==> config.mk <==
export PLATFORM = sky130hd
export DESIGN_NAME = mem_wb_stage
export DESIGN_NICKNAME = d
export VERILOG_FILES = /design/src/rtl/mem_wb_stage.sv
export SDC_FILE = /design/constraint.sdc
export NUM_CORES = 1
export LEC_CHECK = 0
export BUFFER_PORTS_ARGS = -buffer_cell sky130_fd_sc_hd__buf_2
export CAP_MARGIN = 20
export CORE_MARGIN = 3
export CORE_UTILIZATION = 44
export DETAILED_ROUTE_END_ITERATION = 7
export GPL_TIMING_DRIVEN = 0
export PLACE_DENSITY_LB_ADDON = 0.15
export SLEW_MARGIN = 25
export SYNTH_ARGS = -nofsm -noshare
export SYNTH_HDL_FRONTEND = slang
export SYNTH_SLANG_ARGS = --single-unit
==> constraint.sdc <==
create_clock -name clk -period 2.7 [get_ports clk]
set_input_delay 0.54 -clock clk [delete_from_list [all_inputs] [get_ports clk]]
set_output_delay 0.54 -clock clk [all_outputs]
set_load 0.03 [all_outputs]
==> src/rtl/mem_wb_stage.sv <==
// ---------------------------------------------------------------------------
// mem_wb_stage
//
// Memory-access stage plus MEM/WB pipeline register for a 16-bit pipeline.
// A load or store presented by the EX/MEM register is issued to data memory
// combinationally. While the memory has not acknowledged, the stage stalls
// everything upstream and inserts bubbles into write-back. A small two-state
// FSM counts WAIT cycles. When the count reaches TIMEOUT, the access is
// abandoned and a sticky error flag is raised.
//
// Ports
//   clk, reset          : clock, asynchronous active-low reset
//   ALUResultM          : ALU result / memory address from EX/MEM
//   WriteDataM          : store data
//   WriteRegM           : destination register index
//   RegWriteM           : instruction writes the register file
//   MemWriteM/MemReadM  : store / load request
//   NM, VM, ZM          : condition flags from EX/MEM
//   mem_req, mem_we     : data-memory request and write strobe
//   mem_addr, mem_wdata : data-memory address and write data
//   mem_rdata, mem_ack  : data-memory read data and completion
//   StallM              : freeze fetch, decode, EX and EX/MEM registers
//   ResultW, WriteRegW  : write-back value and register index
//   RegWriteW           : register-file write enable
//   NW, VW, ZW          : registered flags
//   mem_err             : sticky memory-timeout error
// ---------------------------------------------------------------------------
module mem_wb_stage #(
  parameter int unsigned TIMEOUT = 15
) (
  input  logic        clk,
  input  logic        reset,
  input  logic [15:0] ALUResultM,
  input  logic [15:0] WriteDataM,
  input  logic [2:0]  WriteRegM,
  input  logic        RegWriteM,
  input  logic        MemWriteM,
  input  logic        MemReadM,
  input  logic        NM,
  input  logic        VM,
  input  logic        ZM,
  output logic        mem_req,
  output logic        mem_we,
  output logic [15:0] mem_addr,
  output logic [15:0] mem_wdata,
  input  logic [15:0] mem_rdata,
  input  logic        mem_ack,
  output logic        StallM,
  output logic [15:0] ResultW,
  output logic [2:0]  WriteRegW,
  output logic        RegWriteW,
  output logic        NW,
  output logic        VW,
  output logic        ZW,
  output logic        mem_err
);

  // The WAIT counter is 4 bits wide, so TIMEOUT is taken modulo 16.
  localparam logic [3:0] TimeoutCnt = 4'(TIMEOUT);

  typedef enum logic {
    IDLE = 1'b0,
    WAIT = 1'b1
  } state_t;

  state_t      state_q, state_d;
  logic [3:0]  cnt_q, cnt_d;
  logic        memErr_q, memErr_d;

  logic [15:0] resultW_q;
  logic [2:0]  writeRegW_q;
  logic        regWriteW_q;
  logic        nW_q, vW_q, zW_q;

  logic        accessPending;
  logic        isLoad;
  logic        timeoutHit;

  // When both strobes are set, the access is a store, so a load means read-only.
  assign accessPending = MemReadM | MemWriteM;
  assign isLoad        = MemReadM & ~MemWriteM;
  assign timeoutHit    = (state_q == WAIT) && (cnt_q == TimeoutCnt);

  // Address and data are passed straight through. Upstream holds them stable
  // during a stall, so nothing is re-latched here.
  assign mem_addr  = ALUResultM;
  assign mem_wdata = WriteDataM;

  // ---------------------------------------------------------------------------
  // FSM state register
  // ---------------------------------------------------------------------------
  always_ff @(posedge clk or negedge reset) begin
    if (!reset) begin
      state_q  <= IDLE;
      cnt_q    <= 4'd0;
      memErr_q <= 1'b0;
    end else begin
      state_q  <= state_d;
      cnt_q    <= cnt_d;
      memErr_q <= memErr_d;
    end
  end

  // ---------------------------------------------------------------------------
  // FSM next-state logic
  // ---------------------------------------------------------------------------
  always_comb begin
    state_d  = state_q;
    cnt_d    = cnt_q;
    memErr_d = memErr_q | timeoutHit;
    unique case (state_q)
      IDLE: begin
        // mem_ack is ignored without a request, so the FSM only leaves IDLE
        // for a real, unacknowledged access.
        if (accessPending && !mem_ack) begin
          state_d = WAIT;
          cnt_d   = 4'd0;
        end
      end
      WAIT: begin
        if (!accessPending || mem_ack || timeoutHit) begin
          state_d = IDLE;
          cnt_d   = 4'd0;
        end else if (cnt_q != 4'hF) begin
          cnt_d = cnt_q + 4'd1;
        end
      end
      default: begin
        state_d = IDLE;
        cnt_d   = 4'd0;
      end
    endcase
  end

  // ---------------------------------------------------------------------------
  // FSM outputs
  // ---------------------------------------------------------------------------
  // The request is identical in IDLE and WAIT: it follows the EX/MEM inputs.
  // This lets a zero-wait memory finish in the issue cycle without stalling.
  always_comb begin
    mem_req = 1'b0;
    mem_we  = 1'b0;
    StallM  = 1'b0;
    if (accessPending) begin
      mem_req = 1'b1;
      mem_we  = MemWriteM;
      StallM  = ~mem_ack & ~timeoutHit;
    end
  end

  // ---------------------------------------------------------------------------
  // MEM/WB pipeline register
  // ---------------------------------------------------------------------------
  // A stalled edge inserts a bubble by clearing only the write enable. The
  // data fields hold their previous contents. An aborted (timed-out) access
  // still advances, but it is not allowed to write the register file.
  always_ff @(posedge clk or negedge reset) begin
    if (!reset) begin
      resultW_q   <= 16'd0;
      writeRegW_q <= 3'd0;
      regWriteW_q <= 1'b0;
      nW_q        <= 1'b0;
      vW_q        <= 1'b0;
      zW_q        <= 1'b0;
    end else if (!StallM) begin
      resultW_q   <= isLoad ? mem_rdata : ALUResultM;
      writeRegW_q <= WriteRegM;
      regWriteW_q <= RegWriteM & ~MemWriteM & ~timeoutHit;
      nW_q        <= NM;
      vW_q        <= VM;
      zW_q        <= ZM;
    end else begin
      regWriteW_q <= 1'b0;
    end
  end

  assign ResultW   = resultW_q;
  assign WriteRegW = writeRegW_q;
  assign RegWriteW = regWriteW_q;
  assign NW        = nW_q;
  assign VW        = vW_q;
  assign ZW        = zW_q;
  assign mem_err   = memErr_q;

endmodule

# Yosys cells after proc, flatten, opt, wreduce, memory -nomap -nowiden
# Index checks and enable logic that the tools add are counted.
# op_classes
add_sub_neg	1
n_eq_ne	4
muxes	12
bitwise	10
reduce_logical	7
# ops
op	n
two-way mux 16 bit	1
two-way mux 4 bit	3
one-hot mux 4 bit (2 select lines)	1
two-way mux 1 bit	6
adder 4 x 1 -> 4 bit (second input constant)	1
bitwise AND 1 bit	4
== test 4 bit (second input constant)	1
inequality test 4 bit (second input constant)	1
inverter 1 bit	4
inequality test 3 x 1 -> 1 bit (second input constant)	1
logical AND 1 bit	2
zero test 1 bit	2
logical OR 1 bit	2
inequality test 2 bit (second input constant)	1
OR 1 bit	2
one-hot mux 1 bit (2 select lines)	1
AND reduction 2 bit	1
# totals
regBits	29
elab_cells	43

# Logic depth before layout (Yosys ltp)
# Gate-level depths: netlist (run 1).
# depth
ltp_word	6
depth_mapped	6

# Worst setup path before layout (run 1)
# No wires, ideal clock.
# synth_path
path_kind	input to output
start	input mem_ack
end	output StallM
arrival_ns	1.047
required_time_ns	2.160
path_slack_ns	1.113
cell_stages	3
path_buffers	0
path_cell_list	o21ba_2 -> nand2_4 -> inv_6
# synth_via
elab_chain_cells	3
# synth_lines
element	line	source
from (decl)	47	input logic mem_ack,
inverter 1 bit	147	StallM = ~mem_ack & ~timeoutHit;
bitwise AND 1 bit	147	
two-way mux 1 bit	144	if (accessPending) begin
to (decl)	48	output logic StallM,
# Every way passes these cells.

# Worst setup path in the final report (run 1)
# layout_path
start	register cnt_q[0]
end	output StallM
# layout_via
elab_chain_cells	5
# layout_lines
element	line	source
from (decl)	67	logic [3:0] cnt_q, cnt_d;
from (signal assigned)	99	cnt_q <= cnt_d;
== test 4 bit	82	assign timeoutHit = (state_q == WAIT) && (cnt_q == TimeoutCnt);
logical AND 1 bit	82	
inverter 1 bit	147	
bitwise AND 1 bit	147	
two-way mux 1 bit	144	
# Every way passes these cells.

==> summary.md, run 1 <==
| Metric | Value |
|---|---|
| Status | `complete, no violations` |
| Starting DRT DRC Count | `between 50 and 60` |
| CP required | `2.16 ns` |
| Synth Area per Inst | `11.0 um^2` |
| Number of global-route vias before repair | `1345` |
| Die width | `67.0 um` |
| Vias per cell | `between 4 and 5` |
| Synthesized area | `1640 um^2` |
| Met2 WL post-DR | `1810 um` |
| Minimum clock period | `2.14 ns` |
| Reg2reg end | `ResultW[0]` |
| Distinct cells, synth | `30` |
| Ys flop type | `dfrtp_1` |
| Synth Instances | `149` |
| LEAKAGE | `0.00129 uW` |
| Total core area | `3470 um^2` |
| GR Overflow Total | `0` |
| WL final | `3810 um` |
| CP max FO | `10` |
| EDFF count, synth | `0` |
| Wire length per cell | `12.5 um` |
| Critical path endpoint category | `primary output` |
| CP arrival | `1.60 ns` |
| Synth async-reset ratio | `100%` |
| Die area | `4490 um^2` |
| Net Sw Power | `422 uW` |
| Fmax | `approximately 470 MHz` |
| Root Buffer Master | `clkbuf_8` |
| First-pass GRT wire length | `5680 um` |
| Slew @ Worst Pin | `between 0.6 and 0.7 ns` |
| Comb power frac | `30.8%` |
| Post-Route M1 WL | `1460 um` |
| Setup-failing EPs final | `0` |
| Yosys reg bits | `29` |
| CP startpoint | `cnt_q[0]` |
| Dominant cell type by area after synthesis | `dfrtp_1` |
| Layout overhead on the synthesized area | `40.0%` |
| R2R setup slack | `1.15 ns` |
| DP HPWL | `just over 3000 um` |
| Placer Congestion | `0.723` |
| Inserted Clock Buffers | `5` |
| Hold Path Class | `primary input to async pin` |
| Layout Utilization | `66.1%` |
| Syn nets | `210` |
| Clk buf depth | `2` |
| Max_cap viols | `0` |
| Worst-path clk slew | `0.07 ns` |
| Ports | `around 120` |
| DR WL met3 | `478 um` |
| Final ANT Viol Nets | `0` |
| Die Ht | `67.0 um` |
| Number of inserted diodes | `0` |
| CP Launch Type | `flip-flop` |
| Relative slew slack | `58.8%` |
| # nets final | `319` |
| Net Sw Frac | `34.6%` |
| Tcrit/Tclk final | `79.1%` |
| Crit Path Class | `flip-flop to primary output` |
| Worst r2r src | `cnt_q[0]` |
| Initial antenna violation count | `0` |
| Largest cells by area after synthesis | `dfrtp_1 44%, buf_4 16%, mux2i_1 9.8%` |
| Power Density | `533 nW/um^2` |
| Top sig layer | `met4` |
| Layout cells sized above 1 | `61.8%` |
| H-Tree Depth | `2` |
| Hold slack | `0.268 ns` |
| Setup TNS | `0 ns` |
| VDD IR max | `between 300 and 400 uV` |
| Clk network pwr share | `28.3%` |
| Initial Util | `47.2%` |
| Crit path to | `StallM` |
| Final hold vios | `0` |
| # Post-CTS Setup Buffers | `0` |
| CTS tree | `built` |
| Clock latency at the later pin of the worst-skew pair | `0.28 ns` |
| RSZ-0062 raised after global routing | `no` |
| R2R cell count | `6` |
| Remaining routing DRC violations | `0` |
| P_int | `799 uW` |
| Most common cell after layout, fill and taps aside | `buf_2` |
| GRT Overall Usage | `17.0%` |
| Reg power frac | `approximately 41%` |
| Slew Viols, Final | `0` |
| Clock skew | `0.00847 ns` |
| Clock sink total | `29` |
| Largest net degree at the start of global routing | `30` |
| FP Rows | `21` |
| First-pass iteration count of the detailed router | `4` |
| Sequential-to-total area share from yosys stat | `44.3%` |
| # resized after CTS | `0` |
| Synth Warn # | `0` |
| Total number of vias | `1459` |
| Port Buffers | `102` |
| Most frequent cells in the layout | `105 x buf_2, 34 x buf_4, 29 x dfrtp_1` |
| CTS Hold Bufs | `0` |
| Post-synth top area share | `44.3%` |
per-stage QoR:
| step | power (uW) | area (um^2) | worst slack (ns) | std cells |
|---|---|---|---|---|
| after global placement | 881 | 2210 | 0.764 | 297 |
| after global routing | 1280 | 2290 | 0.478 | 305 |
| final | 1220 | 2290 | 0.564 | 305 |
| after floorplan | 762 | 1640 | 1.11 | 149 |
| after detailed placement | 887 | 2210 | 0.753 | 297 |
| after CTS | 1240 | 2290 | 0.547 | 305 |
critical path, stage by stage, from the launching register on:
cell and delay [ns]:
dfrtp_1 0.42, ha_1 0.27, nand4_1 0.14, nand2_4 0.13
inv_6 0.13, buf_2 0.21
cell type report:
type	count	area, um^2
clock buffers	5	68.8
repair buffers	102	510
clock inverters	3	17.5
inverters	4	20.0
well taps	46	57.6
multi-input cells	77	591
plain buffers	39	302
fillers	315	1180
flip-flops and latches	29	726
cell usage after synthesis, types with 2 or more instances:
| master | instances |
|---|---|
| nand3_1 | 2 |
| buf_2 | 3 |
| dfrtp_1 | 29 |
| or2b_1 | 2 |
| inv_1 | 3 |
| mux2i_1 | 16 |
| mux2_4 | 6 |
| a21oi_1 | 17 |
| buf_4 | 34 |
| nand2b_1 | 2 |
| nor3_1 | 16 |
worst min path at each step:
stage                              to  slack, ns  depth (start not counted)
final                      ResultW[0]       0.27                          1
after detailed placement      mem_err       0.46                          1
after global placement        mem_err       0.46                          1
after global routing      ResultW[10]       0.33                          1
after floorplan                    NW       0.24                          0
after CTS                 ResultW[10]       0.29                          1
power by group through the flow:
stage / combinational (uW) / sequential, uW / clock (uW)
4_1_cts: 382 / 499 / 356
5_1_grt: 403 / 504 / 372
3_5_place_dp: 382 / 505 / 0
2_1_floorplan: 181 / 582 / 0
3_3_place_gp: 377 / 505 / 0
6_report: 377 / 498 / 346
cells by family after synthesis:
logic type	synth area share [%]
AO/OA/AOI/OAI	9.70
adder cells (fa/ha/maj)	0.764
multiplexers	15.3
flip-flops	44.3
AND/OR/NAND/NOR	10.3
buffers and inverters	19.6
state kept, by name, summed over array words and instances (netlist names):
register,cells
mem_err,1
WriteRegW,3
ResultW,16
VW,1
cnt_q,4
RegWriteW,1
ZW,1
NW,1
state_q,1
per-layer routing:
| layer | vias up | GRT usage, % |
|---|---|---|
| met1 | 657 | 18.7 |
| met2 | 86 | 29.1 |
| met3 | 9 | 4.89 |
| li1 | 707 | - |
| met5 | - | 0 |
| met4 | 0 | 9.11 |
Power figures use the tool's default switching activity.
==> run 2, diff against run 1 <==
- ABC_AREA: not set -> 1
- CORE_UTILIZATION: 44 -> 37
- clock period: 2.7 -> 1.9 ns (I/O delays scaled with it)
==> run 2 against run 1 <==
Against the previous run:
- combinational power grew 45%
- critical path depth rose by 1
- critical path type unchanged
- sequential cell count unchanged
- total power increased by 55%
- clock-buffer cell count is 2 higher
- cell area up 4.1%
- synthesized cell count increased by 46%
- sequential power increased by 42%
==> summary.md, run 2 <==
| Metric | Value |
|---|---|
| Final ANT Viol Nets | `0 (unchanged)` |
| Layout cells sized above 1 | `48.5% (was 61.8%)` |
| Wire length per cell | `10.8 um (was 12.5 um)` |
| Relative slew slack | `58.0% (was 58.8%)` |
| First-pass iteration count of the detailed router | `4 (unchanged)` |
| Worst-path clk slew | `0.06 ns (was 0.07 ns)` |
| Fin area | `2390 um^2 (was 2290 um^2)` |
| Clock skew | `0.00576 ns (was 0.00847 ns)` |
| H-Tree Depth | `2 (unchanged)` |
| # nets final | `388 (was 319)` |
| R2R cell count | `7 (was 6)` |
| Largest cells by area after synthesis | `dfrtp_1 44%, nand2_1 24%, buf_4 16% (was dfrtp_1 44%, buf_4 16%, mux2i_1 9.8%)` |
| CP startpoint | `cnt_q[1] (was cnt_q[0])` |
| Sequential-to-total area share from yosys stat | `43.7% (was 44.3%)` |
| CP Launch Type | `flip-flop (unchanged)` |
| Clk buf depth | `2 (unchanged)` |
| Layout overhead on the synthesized area | `43.6% (was 40.0%)` |
| CP max FO | `10 (unchanged)` |
| Max_cap viols | `0 (unchanged)` |
| Largest net degree at the start of global routing | `30 (unchanged)` |
| Die width | `73.0 um (was 67.0 um)` |
| Slew @ Worst Pin | `0.630 ns (was 0.618 ns)` |
| Critical path endpoint category | `primary output (unchanged)` |
| Synth Instances | `217 (was 149)` |
| Buffers and inverters on the worst path | `3 (was 2)` |
| Most frequent cell after synthesis | `nand2_1 (was buf_4)` |
| GR Overflow Total | `0 (unchanged)` |
| Reg2reg end | `ZW (was ResultW[0])` |
| DP HPWL | `3160 um (was 3050 um)` |
| Minimum clock period | `1.82 ns` |
| Status | `complete, no violations (unchanged)` |
| Yosys reg bits | `29 (unchanged)` |
| Hold Path Class | `primary input to async pin (unchanged)` |
| Number of global-route vias before repair | `1507 (was 1345)` |
| Critical path, cell by cell | `ha_4, nand4_4, nand2_4, inv_4, buf_6, buf_4 (was ha_1, nand4_1, nand2_4, inv_6, buf_2)` |
| R2R setup slack | `0.55 ns (was 1.15 ns)` |
| Final hold vios | `0 (unchanged)` |
| Ports | `119 (unchanged)` |
| Slew Viols, Final | `0 (unchanged)` |
| CP arrival | `1.44 ns (was 1.60 ns)` |
| Critical path depth in cells | `6 (was 5)` |
| Synth Warn # | `0 (unchanged)` |
| Total number of vias | `1638 (was 1459)` |
| CTS tree | `built (unchanged)` |
| Syn nets | `278 (was 210)` |
| Die area | `5330 um^2 (was 4490 um^2)` |
| Most common cell after layout, fill and taps aside | `nand2_1 (was buf_2)` |
| Remaining routing DRC violations | `0 (unchanged)` |
| CTS Hold Bufs | `0 (unchanged)` |
| Number of inserted diodes | `0 (unchanged)` |
| RSZ-0062 raised after global routing | `no (unchanged)` |
| Distinct cells, synth | `21 (was 30)` |
| Setup-failing EPs final | `0 (unchanged)` |
| Slowest cell on crit path | `dfrtp_2 (was dfrtp_1)` |
| First-pass GRT wire length | `6560 um (was 5680 um)` |
| Total core area | `4170 um^2 (was 3470 um^2)` |
| Clock sink total | `29 (unchanged)` |
| Fmax | `550 MHz` |
| LEAKAGE | `0.00146 uW (was 0.00129 uW)` |
| Synth Area per Inst | `7.66 um^2 (was 11.0 um^2)` |
| Inserted Clock Buffers | `5 (unchanged)` |
| Die Ht | `73.0 um (was 67.0 um)` |
| Clock latency at the later pin of the worst-skew pair | `0.27 ns (was 0.28 ns)` |
| Crit Path Class | `flip-flop to primary output (unchanged)` |
| Starting DRT DRC Count | `50 (was 54)` |
| Initial antenna violation count | `0 (unchanged)` |
| GRT Overall Usage | `15.9% (was 17.0%)` |
| Post-DP Area | `2230 um^2 (was 2210 um^2)` |
| Power Density | `795 nW/um^2 (was 533 nW/um^2)` |
| Tcrit/Tclk final | `95.8%` |
| VDD IR max | `288 uV (was 340 uV)` |
| Initial Util | `39.8% (was 47.2%)` |
| Crit-path leading delay family | `flip-flops (unchanged)` |
| EDFF count, synth | `0 (unchanged)` |
| Ys flop type | `dfrtp_1 (unchanged)` |
| CP max stage delay | `0.44 ns (was 0.42 ns)` |
| Post-synth top area share | `43.7% (was 44.3%)` |
| Setup TNS | `0 ns (unchanged)` |
| WL final | `4090 um (was 3810 um)` |
| Dominant cell type by area after synthesis | `dfrtp_1 (unchanged)` |
| Synth async-reset ratio | `100% (unchanged)` |
| Most frequent cells in the layout | `106 x nand2_1, 103 x buf_2, 38 x buf_4 (was 105 x buf_2, 34 x buf_4, 29 x dfrtp_1)` |
| Port Buffers | `101 (was 102)` |
| Crit path to | `StallM (unchanged)` |
| FP Rows | `23 (was 21)` |
| Root Buffer Master | `clkbuf_8 (unchanged)` |
| Max FFs per register | `16 (unchanged)` |
| Vias per cell | `4.33 (was 4.78)` |
| Placer Congestion | `0.701 (was 0.723)` |
| Worst r2r src | `cnt_q[1] (was cnt_q[0])` |
| CP required | `1.52 ns (was 2.16 ns)` |
| Synthesized area | `1660 um^2 (was 1640 um^2)` |
| Top post-synthesis cells by count | `106 x nand2_1, 35 x buf_4, 29 x dfrtp_1 (was 34 x buf_4, 29 x dfrtp_1, 17 x a21oi_1)` |
run 2: power by group:
| part | switching [uW] | internal [uW] |
|---|---|---|
| registers | 30.8 | 675 |
| logic | 351 | 197 |
| clock network | 217 | 427 |
run 2: through the flow:
step	setup WS (ns)	cells	hold slack, ns	total power (uW)	utilization, %
floorplan	0.465	217	0.0844	1080	-
global placement	0.208	368	0.441	1260	53.4
detailed placement	0.215	368	0.445	1260	53.4
CTS	0.0117	378	0.145	1920	56.7
global route	0.00437	378	0.170	2010	57.2
finish	0.0803	378	0.121	1900	57.2
run 2: timing repair:
| action | CTS | global route |
|---|---|---|
| setup endpoints to repair | 1 | 1 |
| buffers inserted | 2 | 0 |
| resized for setup | 2 | 3 |
| pin swaps | 1 | 1 |
run 2: cell type report:
type | instances | area [um^2]
plain buffers | 41 | 304
clock buffers | 7 | 86.3
clock inverters | 1 | 30.0
fillers | 438 | 1790
inverters | 8 | 32.5
multi-input cells | 139 | 621
flip-flops and latches | 29 | 727
well taps | 50 | 62.6
repair buffers | 103 | 523
run 2: cell families (layout without fill, tap and decap cells):
group | count (synthesis) | count (layout) | share of synthesized area, %
xor gates and xnor gates | 1 | 1 | 0.527
DFF | 29 | 29 | 43.7
buffers and inverters | 49 | 160 | 20.3
and+or+nand+nor | 133 | 133 | 33.6
AOI/OAI and AO/OA | 4 | 4 | 1.20
adders and majority gates | 1 | 1 | 0.753
run 2: worst reg2reg max path, stage by stage (launching register included):
cell and delay [ns]:
dfrtp_2 0.44, ha_4 0.19, nand4_4 0.09, nand2_4 0.07, buf_4 0.16, buf_4 0.17, nand2_1 0.06, nand2_1 0.05
run 2: routing by layer:
layer,up-vias,part of all wire [%],track usage (%)
li1,859,-,-
met1,697,43,19.8
met2,78,46,26.0
met3,4,9.3,4.68
met4,0,1.5,5.53
met5,-,0,0
run 2: worst min path at each step:
stage / endpoint / startpoint / slack, ns
2_1_floorplan: NW / reset / 0.08
3_3_place_gp: cnt_q[3] / reset / 0.44
3_5_place_dp: cnt_q[3] / reset / 0.45
4_1_cts: WriteRegW[2] / reset / 0.14
5_1_grt: cnt_q[0] / reset / 0.17
6_report: cnt_q[0] / reset / 0.12
